File: config.mk
export PLATFORM = sky130hd
export DESIGN_NAME = bus_arbiter
export DESIGN_NICKNAME = d
export VERILOG_FILES = /design/src/rtl/bus_arbiter.sv
export SDC_FILE = /design/constraint.sdc
export NUM_CORES = 1
export LEC_CHECK = 0
export CORE_ASPECT_RATIO = 0.7
export CORE_MARGIN = 5
export CORE_UTILIZATION = 38
export DETAILED_ROUTE_END_ITERATION = 8
export GPL_ROUTABILITY_DRIVEN = 1
export GPL_TIMING_DRIVEN = 0
export PLACE_DENSITY = 0.78
export SETUP_SLACK_MARGIN = 0.5
export SLEW_MARGIN = 20
export SYNTH_ARGS = -nofsm -noshare
export SYNTH_HDL_FRONTEND = slang
export SYNTH_SLANG_ARGS = --single-unit
File: constraint.sdc
create_clock -name clock -period 5 [get_ports clock]
set_input_delay 1 -clock clock [delete_from_list [all_inputs] [get_ports clock]]
set_output_delay 1 -clock clock [all_outputs]
set_load 0.02 [all_outputs]
File: src/rtl/bus_arbiter.sv
// Two-master round-robin arbiter for the shared memory/peripheral bus.
// Handles req/ack handshakes, slave wait states and aborts stalled transfers with a watchdog.
module bus_arbiter #(
  parameter int unsigned TIMEOUT = 1024
) (
  input  logic        clock,
  input  logic        reset,

  input  logic        m0_req_i,
  input  logic        m0_write_i,
  input  logic [31:0] m0_address_i,
  input  logic [31:0] m0_write_data_i,
  output logic [31:0] m0_read_data_o,
  output logic        m0_ack_o,
  output logic        m0_error_o,

  input  logic        m1_req_i,
  input  logic        m1_write_i,
  input  logic [31:0] m1_address_i,
  input  logic [31:0] m1_write_data_i,
  output logic [31:0] m1_read_data_o,
  output logic        m1_ack_o,
  output logic        m1_error_o,

  output logic [31:0] bus_address_o,
  output logic [31:0] bus_write_data_o,
  input  logic [31:0] bus_read_data_i,
  output logic        bus_read_o,
  output logic        bus_write_o,
  input  logic        bus_ready_i,
  output logic        bus_owner_o
);

  typedef enum logic [1:0] {StIdle, StBusy, StDone} state_e;

  localparam bit          TimeoutEn   = (TIMEOUT != 0);
  localparam logic [15:0] TimeoutLast = 16'(TIMEOUT - 1);

  state_e      state_q, state_d;
  logic        owner_q, owner_d;
  logic        last_q, last_d;
  logic        wr_q, wr_d;
  logic [31:0] addr_q, addr_d;
  logic [31:0] wdata_q, wdata_d;
  logic [15:0] cnt_q, cnt_d;
  logic [31:0] rdata_q, rdata_d;
  logic        err_q, err_d;
  logic        grant;

  always_ff @(posedge clock or posedge reset) begin
    if (reset) begin
      state_q <= StIdle;
      owner_q <= 1'b0;
      last_q  <= 1'b1;  // m0 wins the first contended arbitration
      wr_q    <= 1'b0;
      addr_q  <= '0;
      wdata_q <= '0;
      cnt_q   <= '0;
      rdata_q <= '0;
      err_q   <= 1'b0;
    end else begin
      state_q <= state_d;
      owner_q <= owner_d;
      last_q  <= last_d;
      wr_q    <= wr_d;
      addr_q  <= addr_d;
      wdata_q <= wdata_d;
      cnt_q   <= cnt_d;
      rdata_q <= rdata_d;
      err_q   <= err_d;
    end
  end

  always_comb begin
    state_d = state_q;
    owner_d = owner_q;
    last_d  = last_q;
    wr_d    = wr_q;
    addr_d  = addr_q;
    wdata_d = wdata_q;
    cnt_d   = cnt_q;
    rdata_d = rdata_q;
    err_d   = err_q;
    grant   = 1'b0;

    unique case (state_q)
      StIdle: begin
        if (m0_req_i || m1_req_i) begin
          grant   = (m0_req_i && m1_req_i) ? ~last_q : m1_req_i;
          state_d = StBusy;
          owner_d = grant;
          last_d  = grant;
          wr_d    = grant ? m1_write_i      : m0_write_i;
          addr_d  = grant ? m1_address_i    : m0_address_i;
          wdata_d = grant ? m1_write_data_i : m0_write_data_i;
          cnt_d   = '0;
        end
      end
      StBusy: begin
        // A ready arriving on the watchdog's last cycle still completes normally.
        if (bus_ready_i) begin
          state_d = StDone;
          rdata_d = wr_q ? '0 : bus_read_data_i;
          err_d   = 1'b0;
        end else if (TimeoutEn && (cnt_q == TimeoutLast)) begin
          state_d = StDone;
          rdata_d = '0;
          err_d   = 1'b1;
        end else begin
          cnt_d = cnt_q + 16'd1;
        end
      end
      StDone:  state_d = StIdle;
      default: state_d = StIdle;
    endcase
  end

  logic busy, done;
  assign busy = (state_q == StBusy);
  assign done = (state_q == StDone);

  assign bus_address_o    = busy ? addr_q : '0;
  assign bus_write_data_o = busy ? wdata_q : '0;
  assign bus_read_o       = busy & ~wr_q;
  assign bus_write_o      = busy & wr_q;
  assign bus_owner_o      = owner_q;

  assign m0_ack_o       = done & ~owner_q;
  assign m0_error_o     = done & ~owner_q & err_q;
  assign m0_read_data_o = (done & ~owner_q) ? rdata_q : '0;
  assign m1_ack_o       = done & owner_q;
  assign m1_error_o     = done & owner_q & err_q;
  assign m1_read_data_o = (done & owner_q) ? rdata_q : '0;

endmodule

---- Word-level counts from Yosys, hierarchy flattened ----
Index checks and enable logic that the tools add are counted.
word-level totals
  input bits .............................. 167
  register bits after elaboration ......... 118
  word-level logic and storage cells ...... 56
  output and inout bits ................... 135
cells by class
  eq/ne operators ......................... 7
  mux-type cells .......................... 21
  bitwise logic cells ..................... 9
  add/sub/neg operators ................... 1
  reduce and logical (&&, ||, !) cells .... 9
operator list
  kind                     count
  $mux W32                 9
  $mux W16                 3
  $pmux W16 S2             1
  $add A16 B1 Y16 const B  1
  $eq A16 B10 Y1 const B   1
  $and A1 B1 Y1            6
  $mux W2                  3
  $ne A2 B2 Y1 const B     3
  $reduce_and A2 Y1        3
  $mux W1                  4
  $pmux W2 S2              1
  $reduce_and A4 Y1        1
  $reduce_bool A2 Y1       2
  $ne A3 B2 Y1 const B     1
  $not A1 Y1               3
  $eq A2 B1 Y1 const B     1
  $eq A2 B2 Y1 const B     1
  $logic_not A2 Y1         1
  $logic_and A1 B1 Y1      1
  $logic_or A1 B1 Y1       1

---- Depth between registers and ports, before layout ----
Gate-level depths: netlist (run 1).
  depth in word-level cells ............... 4
  mapped depth ............................ 7
  depth with buffers taken out ............ 5

---- Worst setup path before layout (run 1) ----
Ideal clock, no wire load.
  path type ............................... reg2out
  from .................................... register owner_q (netlist: bus_owner_o)
  to ...................................... output port m0_read_data_o[22]
  cell stages (with the launch flop) ...... 4
  data required time ...................... 4000 ps
  slack ................................... 2458 ps
  arrival time ............................ 1542 ps
  path through ............................ dfrtp_1 nor3b_1 clkbuf_1 and2_1
between the ends
  word-level cells in the longest chain between the ends .. 3
RTL lines
  what                    line  RTL
  start, declared         40    logic owner_q, owner_d;
  start signal, assigned  63    owner_q <= owner_d;
  $not A1 Y1              -
  $and A1 B1 Y1           -
  via m0_ack_o            14    output logic m0_ack_o,
  $mux W32                130   assign m0_read_data_o = (done & ~owner_q) ? rdata_q : '0;
  end, declared           13    output logic [31:0] m0_read_data_o,
The timed path passes the listed nets, and every way through them passes these cells.

---- Worst setup path after layout (run 1) ----
  from .................................... register state_q[1]
  to ...................................... output port bus_address_o[26]
between the ends
  word-level cells in the longest chain between the ends .. 2
RTL lines
  what                    line  RTL
  start, declared         39    state_e state_q, state_d;
  start signal, assigned  52    state_q <= StIdle;
  start signal, assigned  62    state_q <= state_d;
  $eq A2 B1 Y1            119   assign busy = (state_q == StBusy);
  $mux W32                122   assign bus_address_o = busy ? addr_q : '0;
  end, declared           25    output logic [31:0] bus_address_o,
No other way between the ends.

==> results by group, run 1 <==
Run status
  – Result of the run: finished, final reports clean

Worst setup path
  – Reg2reg path depth: 5
  – CP arrival: 2940 ps
  – Critical Path Source: state_q[1]
  – Crit Path Class: reg -> out
  – Crit path max fanout: 10
  – Critical Path RT: 4000 ps
  – Worst setup EP type: primary output
  – R2R Path End: rdata_q[6]
  – Worst setup path end: bus_address_o[26]
  – R2r setup slk: 2650 ps
  – Worst R2R Start: cnt_q[11]
  – Critical Path Start Type: flip-flop

Global route
  – Initial antenna violation count: 0
  – Tot GR Track Use: 0.2211
  – Global-route wire length before repair: 32.69 mm
  – GRT overflow: 0
  – Vias in the first global route: 5972
  – Largest net degree at the start of global routing: 76

STA
  – Fin crit period: 3936 ps
  – Setup TNS: 0 ps
  – Final setup viols: 0
  – FMAX: 0.2541 GHz
  – RSZ-0062 raised after global routing: false
  – Fin. max-slew vios: 0
  – Worst Tran Pin Value: 971.6 ps
  – Post-Route Hold Slack: 470.2 ps
  – Clock Skews: 10.05 ps
  – Final worst slack: 1064 ps
  – Final Hold Violating Endpoints: 0
  – Max_slew headroom: 0.3509
  – Final period util: 0.7871

Route
  – Vias per cell: 4.933
  – Initial detailed-routing violation count: 341
  – Total Wirelength: 21.34 mm
  – DRC Markers: 0
  – Drt wl/cell: 17.99 microns
  – First drt pass iteration count: 4
  – Detailed-route via count: 5851
  – Detail Route Antenna Nets: 0

Yosys
  – Mapped Cells: 627
  – Post-Syn Nets: 795
  – Area share of the largest cell type after synthesis: 0.4735
  – Synth cell count leaders: and2_1, dfrtp_1, nand2_1
  – Top FF cell, synth: dfrtp_1
  – Avg Cell Area, Syn: 9.862 sq um
  – Synth area leader: dfrtp_1
  – Ys Warns: 0
  – Async SR Flop Fraction: 1.000
  – Synth cell types: 46
  – Synthesized cell area: 6183 sq um
  – Cells taking the most area after synthesis: dfrtp_1, and2_1, mux2i_1
  – Sequential fraction of the synthesis area: 0.4777
  – Top-count cell post-synth: and2_1
  – Synthesized flop and latch total: 118
  – EDFF count, synth: 0

Pwr
  – Static leakage: 4.191 nW
  – Final Total Pwr: 5.048 mW
  – PD cells: 502.2 nW/um^2
  – Peak supply drop: 0.0002831 V

Place
  – IO buf count: 301
  – GPL Wtd Cong: 0.8866
  – Pre-CTS setup slack: 1511 ps
  – DP Wirelength: 16.54 mm
  – Dpl cell area: 9510 sq um

Clock network
  – Max Root-Sink Buffers: 2
  – CTS Sinks: 118
  – CTS Hold Bufs: 0
  – Reg clk slew, reported paths: 60 ps
  – CTS root buf: clkbuf_16
  – CTS resizes: 0
  – H-tree depth: 4
  – CTS tree: done
  – Clock latency on the worst-skew pair: 410 ps
  – Setup Buffers After CTS: 0
  – TritonCTS Buffers: 17

Layout
  – Area grow syn2layout: 62.57%
  – Nets: 1116
  – Share of cells above drive strength 1: 0.05411
  – Antenna cells: 0
  – Post-route cell area: 10050 sq um

Hold path
  – Min-delay worst type: reg -> reg

Run
  – Max cap viols: 0

Floorplanning
  – Num rows: 39
  – Die area: 18960 sq um
  – Io pins: 302
  – Starting Density: 0.3828
  – DIE WIDTH: 162.5 microns
  – Core Box Area: 16150 sq um
  – Die height: 116.7 microns
-- per-stage QoR --
step                instances    util
finish                   1186  0.6224
global route             1186  0.6224
CTS                      1186  0.6224
detailed placement       1154  0.5888
global placement         1153  0.5868
floorplan                 627       -
-- flip-flops by register name, summed over array words and instances (netlist names) --
register	count
err_q	1
rdata_q	32
last_q	1
wdata_q	32
addr_q	32
wr_q	1
state_q	2
bus_owner_o	1
cnt_q	16
-- per-layer routing --
layer  global-route usage  wire length [microns]  vias up
met1               0.2768                   8827     2760
met4              0.05690                    201        0
met2               0.3684                  10210      249
li1                     -                      -     2823
met3              0.07901                   2100       19
met5                    0                      0        -
-- area by class of cell --
type	instances	area, sq um
tap	225	281.5
clock inverter	13	108.9
inverter	11	46.29
buffer	47	219.0
timing repair buffer	302	3040
multi-input combinational	451	2969
sequential	118	2954
clock buffer	19	432.9
fill	1388	6100
-- cells in the final DEF, fill, tap and decap left out, types with 3 or more instances in the layout --
cell and instances:
o21a_1 5, inv_1 9, nor3_1 5, and2_1 133, buf_1 3, nand3_1 8, a22o_1 33, o21ai_0 33
o21ai_1 38, nor2_1 3, nand2_1 71, clkdlybuf4s50_1 301, buf_2 4, a21oi_1 7, nand4_1 4, clkinvlp_4 6
mux2i_1 66, a31oi_1 12, clkbuf_16 17, clkinv_2 5, clkbuf_1 37, dfrtp_1 117, buf_6 5
-- kinds of logic after synthesis --
kind of cell	Yosys count	share of synthesized area
fa+ha+maj	1	0.002023
compound gates	145	0.1552
mux	66	0.1068
simple gates	239	0.2161
buf+inv	58	0.04209
flops	118	0.4777
-- critical path: stages, from the launching register on --
cell             delay [ps]
dfrtp_1                 400
and2b_1                 430
clkbuf_1                480
clkbuf_1                360
and2_1                  220
clkdlybuf4s50_1         650
-- worst min-delay path by stage --
stage,start,endpoint,slack [ps],cells past startpoint
after floorplan,addr_q[0],addr_q[0],440,2
after global placement,wdata_q[23],wdata_q[23],450,2
after detailed placement,addr_q[0],addr_q[0],460,2
after CTS,wdata_q[25],wdata_q[25],480,2
after global routing,addr_q[15],addr_q[15],510,2
final,addr_q[0],addr_q[0],470,2
-- power breakdown --
group,leakage (nW),switching (mW),internal [mW],total (mW)
registers,1.49,0.243,1.36,1.61
logic,2.45,1.26,1.05,2.31
clock network,0.251,0.447,0.678,1.13
total,4.19,1.95,3.09,5.05
Power figures use the tool's default switching activity.
==> inputs of run 2 (changes only) <==
Settings changed: CORE_UTILIZATION 38 to 37, PLACE_DENSITY 0.78 to 0.79.
Clock period 5 ns to 3.4 ns, I/O delays scaled along.
==> run 2 against run 1 <==
- count of clock-buffer cells in the layout down 1
- via count up 1.2%
- sequential share of layout area is 0.35 points lower
- critical endpoint is now m0_read_data_o[26]
==> results by group, run 2 (same netlist as run 1, synthesis figures left out) <==
Place
  – Placed Cells: 1157
  – DP Wirelength: 17.25 mm
  – IO buf count: 301
  – GPL Wtd Cong: 0.8660

STA
  – RSZ-0062 raised after global routing: true
  – Fin crit period: 2848 ps
  – Final setup viols: 0
  – Max_slew headroom: 0.5123
  – Worst Tran Pin Value: 731.5 ps
  – Setup TNS: 0 ps
  – FMAX: 0.3511 GHz
  – Fin. max-slew vios: 0
  – Final Hold Violating Endpoints: 0
  – Clock Skews: 10.50 ps
  – Final period util: 0.8376

Worst setup path
  – Crit-path cells: nor3b_4 -> clkbuf_4 -> and2_1 -> clkdlybuf4s50_1
  – Reg2reg path depth: 6
  – Critical Path RT: 2720 ps
  – Stages on worst setup path: 4
  – Crit path max fanout: 10
  – Crit-path leading delay family: buffers and inverters
  – CP arrival: 2170 ps
  – CP max stage cell: clkdlybuf4s50_1
  – Worst setup EP type: primary output
  – Crit-path max cell delay: 600 ps
  – Bufs and invs on worst path: 2
  – Critical Path Start Type: flip-flop
  – Crit Path Class: reg -> out

Hold path
  – Min-delay worst type: reg -> reg
  – Hold path cells: 2

Clock network
  – Reg clk slew, reported paths: 50 ps
  – CTS tree: done
  – CTS Hold Bufs: 0
  – CTS Sinks: 118
  – H-tree depth: 4
  – TritonCTS Buffers: 17
  – CTS root buf: clkbuf_16
  – Clock latency on the worst-skew pair: 400 ps
  – Max Root-Sink Buffers: 2

Global route
  – GRT overflow: 0
  – Tot GR Track Use: 0.2217
  – Global-route wire length before repair: 33.93 mm
  – Vias in the first global route: 6129
  – Largest net degree at the start of global routing: 33
  – Initial antenna violation count: 2

Floorplanning
  – Die height: 118.2 microns
  – Io pins: 302
  – Starting Density: 0.3783
  – DIE WIDTH: 164.5 microns
  – Core Box Area: 16350 sq um
  – Die area: 19440 sq um
  – Num rows: 39

Route
  – Drt wl/cell: 18.46 microns
  – Detailed-route via count: 5924
  – Detail Route Antenna Nets: 0
  – Vias per cell: 4.982
  – DRC Markers: 0
  – First drt pass iteration count: 5
  – Initial detailed-routing violation count: 440
  – Total Wirelength: 21.95 mm

Layout
  – Commonest non-fill, non-tap cell in the layout: clkdlybuf4s50_1
  – Post-Layout Cell Count: 1189
  – Area grow syn2layout: 64.55%
  – Most frequent cells in the layout: clkdlybuf4s50_1, and2_1, dfrtp_1, nand2_1, mux2i_1
  – Fin util: 0.6224
  – Nets: 1122
  – Share of cells above drive strength 1: 0.08411
  – Largest regs: addr_q: 32 flops, rdata_q: 32 flops, wdata_q: 32 flops

Run status
  – Result of the run: finished, final reports clean

Pwr
  – Peak supply drop: 0.0004229 V
  – Static leakage: 5.125 nW
  – PD cells: 712.1 nW/um^2

Run
  – Max cap viols: 0
[run 2: changes by cell type in the layout (fill, tap and decap cells not counted), sizes merged]
cell / change
dlymetal6s2s: +40
dlygate4sd2: +34
inv: -2
clkdlybuf4s50: -86
buf: +9
diode: +1
clkdlybuf4s15: +5
bufinv: -1
clkbuf: +3
[run 2: timing repair]
item | in CTS | in global routing
pin swaps | 1 | 0
endpoints found under the setup margin | 128 | 79
resized for setup | 69 | 69
buffers inserted | 2 | 1
[run 2: metal layers]
metal	wire (microns)	part of all wire	up-vias	track usage
li1	-	-	2831	-
met1	8876	0.40	2811	0.2738
met2	10600	0.48	257	0.3728
met3	2115	0.096	23	0.07446
met4	339	0.015	2	0.05922
met5	13	0.00059	-	0
[run 2: worst paths after layout]
kind,startpoint,endpoint,slack [ps]
max,bus_owner_o,m0_read_data_o[26],550
min,wdata_q[22],wdata_q[22],470
max reg2reg,state_q[0],wdata_q[25],1060
min reg2reg,wdata_q[22],wdata_q[22],470
max in group asynchronous,reset,addr_q[27],2070
min in group asynchronous,reset,rdata_q[14],630
[run 2: stage by stage]
stage	power, mW	worst slack, ps	cell area (sq um)	hold slack [ps]
after detailed placement	5.818	250.3	9569	462.5
final	7.246	552.2	10170	470.3
after CTS	7.324	505.5	10070	474.7
after global placement	5.729	69.05	9482	452.9
after global routing	7.718	476.4	10170	495.8
after floorplan	4.259	1178	6187	441.8
[run 2: report_power, final]
part	internal, mW	leakage [nW]	total, mW	switching, mW
Combinational	1.47	3.39	3.33	1.87
Sequential	2.01	1.49	2.38	0.370
Clock	0.923	0.237	1.54	0.615
Total	4.40	5.12	7.25	2.85
[run 2: worst min-delay path: stages (launching register included)]
cell	delay, ps
dfrtp_1	330
nand2_1	40
o21ai_0	60
[run 2: cell type report]
cell class                      instances  area (sq um)
Antenna cell                            1         2.502
Buffer                                 47         257.7
Clock buffer                           18         439.2
Clock inverter                         10         62.56
Fill cell                            1378          6172
Inverter                               11         45.04
Multi-Input combinational cell        451          2987
Sequential cell                       118          2954
Tap cell                              225         281.5
Timing Repair Buffer                  308          3146
==> inputs of run 3 (changes only) <==
Settings changed: CORE_UTILIZATION 37 to 38, PLACE_DENSITY 0.79 to 0.78.
Clock period 3.4 ns to 2.8 ns, I/O delays scaled along.
==> run 3 against run 2 <==
- routed wire length decreased by 2.4%
- critical path depth unchanged
- sequential cell count unchanged
- via count decreased by 0.22%
- register-to-register slack got worse by 460 ps
- setup slack got worse by 77 ps
- sequential share of layout area decreased by 0.11 points
==> results by group, run 3 (same netlist as run 1, synthesis figures left out) <==
STA
  – RSZ-0062 raised after global routing: true
  – Final period util: 0.8304
  – Final Hold Violating Endpoints: 0
  – Final setup viols: 0
  – Fin crit period: 2325 ps
  – Fin. max-slew vios: 0
  – FMAX: 0.4301 GHz
  – Post-Route Hold Slack: 467.1 ps
  – Worst Tran Pin Value: 714.1 ps
  – Clock Skews: 10.74 ps
  – Max_slew headroom: 0.5240
  – Setup TNS: 0 ps

Layout
  – Share of cells above drive strength 1: 0.2515
  – Nets: 1130
  – Antenna cells: 0
  – Fill cell total of the finished layout: 1412
  – Commonest non-fill, non-tap cell in the layout: clkdlybuf4s50_1
  – Area grow syn2layout: 65.24%
  – Most frequent cells in the layout: clkdlybuf4s50_1, dfrtp_1, and2_1, nand2_1, mux2i_1
  – Post-Layout Cell Count: 1199
  – Largest regs: addr_q: 32 flops, rdata_q: 32 flops, wdata_q: 32 flops

Worst setup path
  – Stages on worst setup path: 4
  – Worst R2R Start: cnt_q[11]
  – Crit-path leading delay family: simple AND/OR/NAND/NOR gates
  – Crit Path Class: reg -> out
  – Crit-path max cell delay: 440 ps
  – Critical Path RT: 2240 ps
  – Reg2reg path depth: 5
  – Crit path max fanout: 10
  – Worst setup EP type: primary output
  – Crit-path cells: and3b_2 -> clkbuf_8 -> and2_1 -> clkdlybuf4s15_2
  – Bufs and invs on worst path: 2
  – Critical Path Source: state_q[0]
  – CP max stage cell: dfrtp_2
  – Critical Path Start Type: flip-flop
  – R2R Path End: cnt_q[10]
  – CP arrival: 1770 ps
  – R2r setup slk: 600 ps

Route
  – Initial detailed-routing violation count: 365
  – Drt wl/cell: 17.86 microns
  – Detail Route Antenna Nets: 0
  – DRC Markers: 0
  – Vias per cell: 4.930
  – Total Wirelength: 21.41 mm
  – Detailed-route via count: 5911
  – First drt pass iteration count: 5

Floorplanning
  – Starting Density: 0.3828
  – Core Box Area: 16150 sq um
  – Io pins: 302
  – DIE WIDTH: 162.5 microns
  – Die area: 18960 sq um
  – Num rows: 39
  – Die height: 116.7 microns

Clock network
  – TritonCTS Buffers: 17
  – Max Root-Sink Buffers: 2
  – Reg clk slew, reported paths: 50 ps
  – CTS Hold Bufs: 0
  – CTS Sinks: 118
  – H-tree depth: 4
  – CTS tree: done
  – Clock latency on the worst-skew pair: 410 ps
  – CTS root buf: clkbuf_16

Hold path
  – Min-delay worst type: reg -> reg
  – Hold endpoint: wdata_q[29]
  – Hold Crit Start: wdata_q[29]
  – Hold path cells: 2

Global route
  – Tot GR Track Use: 0.2151
  – Initial antenna violation count: 0
  – Global-route wire length before repair: 31.78 mm
  – GRT overflow: 0
  – Largest net degree at the start of global routing: 31
  – Vias in the first global route: 5755

Place
  – Placed Cells: 1157
  – DP Wirelength: 16.55 mm
  – IO buf count: 301
  – GPL Wtd Cong: 0.8857

Pwr
  – Peak supply drop: 0.0005164 V
  – PD cells: 927.2 nW/um^2
  – Static leakage: 4.679 nW

Run status
  – Result of the run: finished, final reports clean

Run
  – Max cap viols: 0
## run 3: timing repair
action,4_1_cts,5_1_grt
hold endpoints to repair,0,0
resized for setup,573,84
gates cloned,0,1
endpoints found under the setup margin,209,187
buffers inserted,7,3
pin swaps,1,4
## run 3: per-stage QoR
step / area (sq um) / utilization / total power [mW] / worst slack, ps
global route: 10220 / 0.6326 / 10.06 / 422.7
CTS: 10310 / 0.6385 / 9.433 / 402.5
global placement: 9482 / 0.5870 / 6.958 / -412.6
floorplan: 6187 / - / 5.171 / 697.9
detailed placement: 9577 / 0.5929 / 7.042 / -275.9
finish: 10220 / 0.6326 / 9.473 / 474.9
## run 3: worst max path at each step
| stage | endpoint | slack (ps) |
|---|---|---|
| after floorplan | m0_read_data_o[22] | 700 |
| after global placement | addr_q[16] | -410 |
| after detailed placement | bus_address_o[26] | -280 |
| after CTS | bus_write_data_o[27] | 400 |
| after global routing | bus_write_data_o[15] | 420 |
| final | m1_read_data_o[21] | 470 |
## run 3: final cells by class
class                   count  area [sq um]  share of cell area
clock inverters            12         130.1             0.01274
plain buffers              47         401.6             0.03931
inverters                  11         45.04            0.004409
multi-input cells         451          3055              0.2990
well taps                 225         281.5             0.02755
clock buffers              19         442.9             0.04335
repair buffers            316          2905              0.2844
flip-flops and latches    118          2955              0.2892
## run 3: routing by layer
layer	part of all wire	up-vias	GRT usage	routed length (microns)
li1	-	2853	-	-
met1	0.41	2783	0.2727	8882
met2	0.47	255	0.3492	10040
met3	0.10	20	0.08148	2181
met4	0.015	0	0.05859	311
met5	0	-	0	0
## run 3: tightest hold or removal path: stages, from the launching register on
cell and delay, ps:
dfrtp_1 330, nand2_1 40, o21ai_0 60
## run 3: power breakdown
group | internal (mW) | switching (mW)
logic | 2.12 | 2.34
registers | 2.44 | 0.461
clock network | 1.33 | 0.789
